## src/rtl/cpu5_mem_arbiter.sv

```systemverilog
// cpu5_mem_arbiter
// Shares one single-ported memory between instruction fetch (IFU) and
// load/store (LSU). One transaction is outstanding at a time. LSU has
// priority; after MAX_STREAK consecutive LSU grants with IFU waiting, IFU
// is granted next.
//
// Ports:
//   clk, reset         clock, async active-high reset
//   ifu_req/addr       fetch read request (held until ifu_gnt)
//   ifu_gnt            one-cycle pulse when fetch request is taken
//   ifu_rvalid/rdata   fetch read response
//   lsu_req/we/addr/wdata  load/store request (held until lsu_gnt)
//   lsu_gnt            one-cycle pulse when data request is taken
//   lsu_rvalid/rdata   load read response
//   mem_req/we/addr/wdata  registered memory request, stable until mem_ready
//   mem_ready          memory accepts the request
//   mem_rvalid/rdata   memory read response
module cpu5_mem_arbiter #(
    parameter int XLEN       = 32,
    parameter int MAX_STREAK = 4
) (
    input  logic            clk,
    input  logic            reset,
    input  logic            ifu_req,
    input  logic [XLEN-1:0] ifu_addr,
    output logic            ifu_gnt,
    output logic            ifu_rvalid,
    output logic [XLEN-1:0] ifu_rdata,
    input  logic            lsu_req,
    input  logic            lsu_we,
    input  logic [XLEN-1:0] lsu_addr,
    input  logic [XLEN-1:0] lsu_wdata,
    output logic            lsu_gnt,
    output logic            lsu_rvalid,
    output logic [XLEN-1:0] lsu_rdata,
    output logic            mem_req,
    output logic            mem_we,
    output logic [XLEN-1:0] mem_addr,
    output logic [XLEN-1:0] mem_wdata,
    input  logic            mem_ready,
    input  logic            mem_rvalid,
    input  logic [XLEN-1:0] mem_rdata
);
    localparam int SW = $clog2(MAX_STREAK + 1);

    typedef enum logic [1:0] {S_IDLE, S_ISSUE, S_RESP} state_e;

    state_e          state_q;
    logic            owner_lsu_q;
    logic [SW-1:0]   streak_q;
    logic [SW-1:0]   streak_d;
    logic            mem_req_q;
    logic            mem_we_q;
    logic [XLEN-1:0] mem_addr_q;
    logic [XLEN-1:0] mem_wdata_q;
    logic            ifu_gnt_q;
    logic            lsu_gnt_q;
    logic            pick_lsu;

    // IFU overrides LSU only once the streak has reached its limit.
    assign pick_lsu = lsu_req && !(ifu_req && (streak_q == SW'(MAX_STREAK)));

    // Streak only grows while IFU is actually waiting; any other grant resets it.
    always_comb begin
        streak_d = '0;
        if (pick_lsu && ifu_req)
            streak_d = (streak_q == SW'(MAX_STREAK)) ? streak_q : streak_q + SW'(1);
    end

    always_ff @(posedge clk or posedge reset) begin
        if (reset) begin
            state_q     <= S_IDLE;
            owner_lsu_q <= 1'b0;
            streak_q    <= '0;
            mem_req_q   <= 1'b0;
            mem_we_q    <= 1'b0;
            mem_addr_q  <= '0;
            mem_wdata_q <= '0;
            ifu_gnt_q   <= 1'b0;
            lsu_gnt_q   <= 1'b0;
        end else begin
            ifu_gnt_q <= 1'b0;
            lsu_gnt_q <= 1'b0;
            case (state_q)
                S_IDLE: begin
                    if (ifu_req || lsu_req) begin
                        state_q     <= S_ISSUE;
                        owner_lsu_q <= pick_lsu;
                        streak_q    <= streak_d;
                        mem_req_q   <= 1'b1;
                        ifu_gnt_q   <= !pick_lsu;
                        lsu_gnt_q   <= pick_lsu;
                        if (pick_lsu) begin
                            mem_we_q    <= lsu_we;
                            mem_addr_q  <= lsu_addr;
                            mem_wdata_q <= lsu_wdata;
                        end else begin
                            mem_we_q    <= 1'b0;
                            mem_addr_q  <= ifu_addr;
                            mem_wdata_q <= '0;
                        end
                    end
                end
                S_ISSUE: begin
                    if (mem_ready) begin
                        mem_req_q <= 1'b0;
                        state_q   <= mem_we_q ? S_IDLE : S_RESP;
                    end
                end
                S_RESP: begin
                    if (mem_rvalid)
                        state_q <= S_IDLE;
                end
                default: state_q <= S_IDLE;
            endcase
        end
    end

    assign mem_req   = mem_req_q;
    assign mem_we    = mem_we_q;
    assign mem_addr  = mem_addr_q;
    assign mem_wdata = mem_wdata_q;
    assign ifu_gnt   = ifu_gnt_q;
    assign lsu_gnt   = lsu_gnt_q;

    // Responses pass straight through; only RESP qualifies them, so stray
    // mem_rvalid in other states (or after a reset) is dropped.
    assign ifu_rvalid = (state_q == S_RESP) && !owner_lsu_q && mem_rvalid;
    assign lsu_rvalid = (state_q == S_RESP) &&  owner_lsu_q && mem_rvalid;
    assign ifu_rdata  = mem_rdata;
    assign lsu_rdata  = mem_rdata;

endmodule

```

## config.mk

```make
export PLATFORM = sky130hd
export DESIGN_NAME = cpu5_mem_arbiter
export DESIGN_NICKNAME = d
export VERILOG_FILES = /design/src/rtl/cpu5_mem_arbiter.sv
export SDC_FILE = /design/constraint.sdc
export NUM_CORES = 1
export LEC_CHECK = 0
export ABC_AREA = 1
export BUFFER_PORTS_ARGS = -buffer_cell sky130_fd_sc_hd__buf_2
export CELL_PAD_IN_SITES_DETAIL_PLACEMENT = 1
export CELL_PAD_IN_SITES_GLOBAL_PLACEMENT = 1
export CORE_ASPECT_RATIO = 0.6
export CORE_MARGIN = 4
export CORE_UTILIZATION = 28
export DETAILED_ROUTE_END_ITERATION = 8
export PLACE_DENSITY_LB_ADDON = 0.1
export SYNTH_ARGS = -nofsm -noshare
export SYNTH_HDL_FRONTEND = slang
export SYNTH_SLANG_ARGS = --single-unit
```

## constraint.sdc

```tcl
create_clock -name clk -period 2.85 [get_ports clk]
set_input_delay 0.57 -clock clk [delete_from_list [all_inputs] [get_ports clk]]
set_output_delay 0.57 -clock clk [all_outputs]
set_load 0.01 [all_outputs]
```

# == Word-level counts from Yosys, hierarchy flattened ==
# Cells that the tools add are included.
# op_classes
n_addsub,1
multipliers,0
n_div,0
n_lt_le_gt_ge,0
n_eq_ne,7
shift,0
n_mux,17
bitwise_logic,0
n_reduce_logical,17
# op_table
op,count
32-bit two-way mux,2
3-bit AND reduction,3
2-bit two-way mux,4
"2-bit inequality test, second input constant",4
1-bit logical AND,7
1-bit two-way mux,7
3-bit two-way mux,2
2-bit case mux with 3 select lines,1
"3-bit by 1-bit adder with 3-bit output, second input constant",1
"3-bit == test, second input constant",1
1-bit zero test,3
"2-bit by 1-bit == test with 1-bit output, second input constant",1
"2-bit == test, second input constant",1
2-bit zero test,1
1-bit case mux with 2 select lines,1
2-bit AND reduction,1
2-bit nonzero test,1
1-bit logical OR,1
# totals
reg_bits,74
latch_bits,0
mem_bits_rw,0
mem_bits_ro,0
inputBits,135
out_inout_bits,134
elab_cells,51
mem_count,0

# == Depth between registers and ports, before layout ==
# logic_depth
ltp_word,7
ltp_mapped,8
mapped_depth_nobuf,7

# == Least setup slack after synthesis ==
# OpenSTA, ideal clock, no wires.
# synth_timing
kind,input port to flip-flop
start,input port lsu_req
end,register mem_addr_q[28] (netlist: mem_addr[28])
setup_time_ps,118
arrival_time_ps,1319
t_required_ps,2732
slack_ps,1413
stages,8
path_buffers,3
path_cell_list,buf_4 -> nor2_4 -> nor2_4 -> inv_2 -> buf_4 -> buf_4 -> nand2_1 -> nand2_1
# synth_via
elab_chain_cells,2
word_cells_on_any_way,4
cone_classes,1 x mux; 3 x reduce/logical
# synth_rtl
element,line,rtl
start: declaration,29,"input logic lsu_req,"
1-bit logical AND / 1-bit logical OR (equally long branches),"61, 86",
32-bit two-way mux / 2-bit AND reduction (equally long branches),--,
end signal: assignment,95,mem_addr_q <= lsu_addr;
end signal: assignment,99,mem_addr_q <= ifu_addr;
end: declaration,54,logic [XLEN-1:0] mem_addr_q;
# Parallel ways exist; a longest one is shown, timed or not.
# A chain may end at the register's enable or synchronous reset.

# == Final worst setup path ==
# layout_timing
start,register streak_q[0]
end,register mem_addr_q[30] (netlist: mem_addr[30])
# layout_via
elab_chain_cells,5
# layout_rtl
element,line,rtl
start: declaration,50,logic [SW-1:0] streak_q;
start signal: assignment,89,streak_q <= streak_d;
3-bit == test,61,assign pick_lsu = lsu_req && !(ifu_req && (streak_q == SW'(MAX_STREAK)));
1-bit logical AND,61,
1-bit zero test,61,
1-bit logical AND,61,
32-bit two-way mux,93,if (pick_lsu) begin
# Every way passes these cells.

==> results.tsv <==
stage	metric	value	unit
status	status	finished clean	
finish	layout cell share with drive strength beyond 1	0.351	
placement	GPL Wtd Cong	0.758	
finish	most frequent cells in the layout	buf_2, nand2_1, dfrtp_1, nand3_1, inv_1	
timing	Setup-failing EPs final	0	
clock_network	Clock Tree Buf Depth	2	
pwr	PwrDens	1100	nW/um^2
pwr	Leak	0.00272	uW
floorplan	Initial Util	0.293	
synthesis	mux share of post-synthesis cell area	0	
placement	post-DP HPWL	9140	um
clock_network	worst skew pair latency	0.32	ns
routing	DRT antenna net count	0	
worst_hold_path	HP Class	primary input to asynchronous set/reset pin	
timing	setup tns final	0	ns
global_routing	vias in the first global route	3720	
synthesis	top post-synthesis cells by area	dfrtp_1, nand2_1, buf_4	
clock_network	clk slew on worst S/H paths	0.06	ns
clock_network	TritonCTS buffer count	9	
routing	Initial DRC Count	93	
clock_network	post_cts resized	0	
clock_network	CTS tree	built	
clock_network	# Post-CTS Setup Buffers	0	
finish	area delta synth->final	22.6	%
timing	Worst Tran Pin Value	0.772	ns
setup_path	Worst EP required	3.06	ns
floorplan	Top Ports	269	
routing	WL/cell	16.9	um
timing	RSZ-0062 raised after global routing	no	
clock_network	clock sinks	74	
finish	Finished Layout Cells	747	
timing	Final Hold Fails	0	
timing	max-slew violation count	0	
routing	first-pass detailed-route iteration total	4	
timing	Tmin final	2.25	ns
setup_path	CP max FO	33	
finish	fin nets	708	
timing	Worst Skew	0.00707	ns
clock_network	hold buffers post-CTS	0	
synthesis	Post-Synth Simple-Gate Area	0.305	
finish	Final Util	0.359	
routing	drt drc	0	
floorplan	Cell Rows	32	
floorplan	Die Ht	98.6	um
synthesis	Mapped Nets	609	
synthesis	Post-Synthesis Cells	472	
setup_path	crit end category	flop	
run	max-cap violations	0	
timing	final cycle utilization of the critical path	0.789	
finish	cell area after layout	4700	sq um
finish	commonest non-fill, non-tap cell in the layout	buf_2	
floorplan	DIE WIDTH	159	um
clock_network	Root Buffer Master	clkbuf_16	
global_routing	first-pass GRT wire length	20000	um
placement	placed insts	730	
placement	placed cell area	4350	sq um
synthesis	Yosys cell types	20	
synthesis	Synth Area in XOR/XNOR	0.00229	
setup_path	critical path class	flop to flop	
placement	Place WS	0.486	ns
routing	Via density	4.57	
setup_path	CP Launch Type	flop	
setup_path	worst endpoint data arrival time	2.46	ns
timing	FMAX	0.445	GHz
pwr	VDD IR max	0.303	mV
synthesis	Seq/Total Area, Yosys	0.484	
global_routing	largest net degree at the start of global routing	53	
synthesis	cell area after synthesis	3830	sq um
timing	final worst slack	0.600	ns
global_routing	GRT Total Usage	0.159	
synthesis	#FFs+latches synth	74	
synthesis	Compound-Gate Fraction of Synth Area	0.00588	
placement	PortBufs	172	
global_routing	total gr overflow	0	
routing	vias post-DR	3414	
synthesis	syn avg cell area	8.11	sq um
global_routing	initial antenna violation count	1	
setup_path	cells on worst reg2reg path	7	
synthesis	Synth Area in Adders	0.00653	
synthesis	largest family of logic cells by synthesized area	simple AND/OR/NAND/NOR gates	
synthesis	Synth top area share	0.484	
routing	Routed WL	12700	um
timing	max_slew headroom	0.484	
synthesis	Synthesis Warnings	0	
synthesis	area leader, netlist	dfrtp_1	
floorplan	Die Area	15700	sq um
clock_network	H-tree depth	3	
floorplan	core area	13100	sq um
-- critical path, cell delays in order (launching register included) --
cell and delay [ns]:
dfrtp_1 0.38, inv_1 0.10, ha_1 0.19, nand3_2 0.41
nand2_2 0.77, nand2_1 0.12, nand3_1 0.11, nand2_1 0.05
-- final timing paths --
kind	slack, ns	endpoint	start
worst max-delay path	0.60	mem_addr[30]	streak_q[0]
worst min-delay path	0.27	mem_wdata[13]	reset
worst max register to register	0.60	mem_addr[30]	streak_q[0]
worst min register to register	0.47	mem_req	mem_req
max in group asynchronous	1.93	mem_addr[8]	reset
min in group clk	0.44	mem_wdata[4]	lsu_wdata[4]
-- power breakdown --
part / switching (uW) / internal [uW] / total [uW]
Clock: 439 / 882 / 1320
Combinational: 1260 / 738 / 1990
Sequential: 278 / 1560 / 1840
Total: 1970 / 3190 / 5160
-- state kept, by name, indices dropped and copies added (netlist names) --
| register | flops |
|---|---|
| ifu_gnt | 1 |
| lsu_gnt | 1 |
| mem_addr | 32 |
| mem_req | 1 |
| mem_wdata | 32 |
| mem_we | 1 |
| owner_lsu_q | 1 |
| state_q | 2 |
| streak_q | 3 |
-- synth_stat cells --
library cell and count:
a21oi_1 1, buf_1 2, buf_2 7, buf_4 72, clkbuf_1 9, dfrtp_1 74, ha_1 2, inv_1 33
inv_2 3, nand2_1 165, nand2_2 1, nand3_1 70, nand3_2 2, nand3b_1 2, nand4_1 20, nor2_1 3
nor2_4 2, o21ai_1 1, o22ai_1 2, xor2_1 1
-- final cells by class --
| class | count | area (sq um) |
|---|---|---|
| antenna | 1 | 2.50 |
| clock buffer | 12 | 246 |
| clock inverter | 4 | 98.8 |
| fill | 1625 | 8400 |
| inverter | 36 | 136 |
| multi-input combinational | 272 | 1230 |
| sequential | 74 | 1850 |
| tap | 170 | 213 |
| timing repair buffer | 178 | 918 |
-- stage by stage --
| step | power, uW | hold WS (ns) |
|---|---|---|
| final | 5160 | 0.269 |
| after global routing | 5570 | 0.295 |
| after CTS | 5270 | 0.276 |
| after detailed placement | 3910 | 0.462 |
| after global placement | 3860 | 0.450 |
| after floorplan | 3110 | 0.475 |
-- metal layers --
layer	GRT usage	part of all wire
met5	0	0.0010
met4	0.0507	0.019
met3	0.0535	0.064
met2	0.262	0.47
met1	0.199	0.45
-- logic make-up (layout without fill, tap and decap cells) --
family	Yosys count	after routing
simple gates	265	265
compound gates	4	4
flops	74	74
xor+xnor	1	1
buf+inv	126	230
fa+ha+maj	2	2
other cells	0	1
Power figures use the tool's default switching activity.
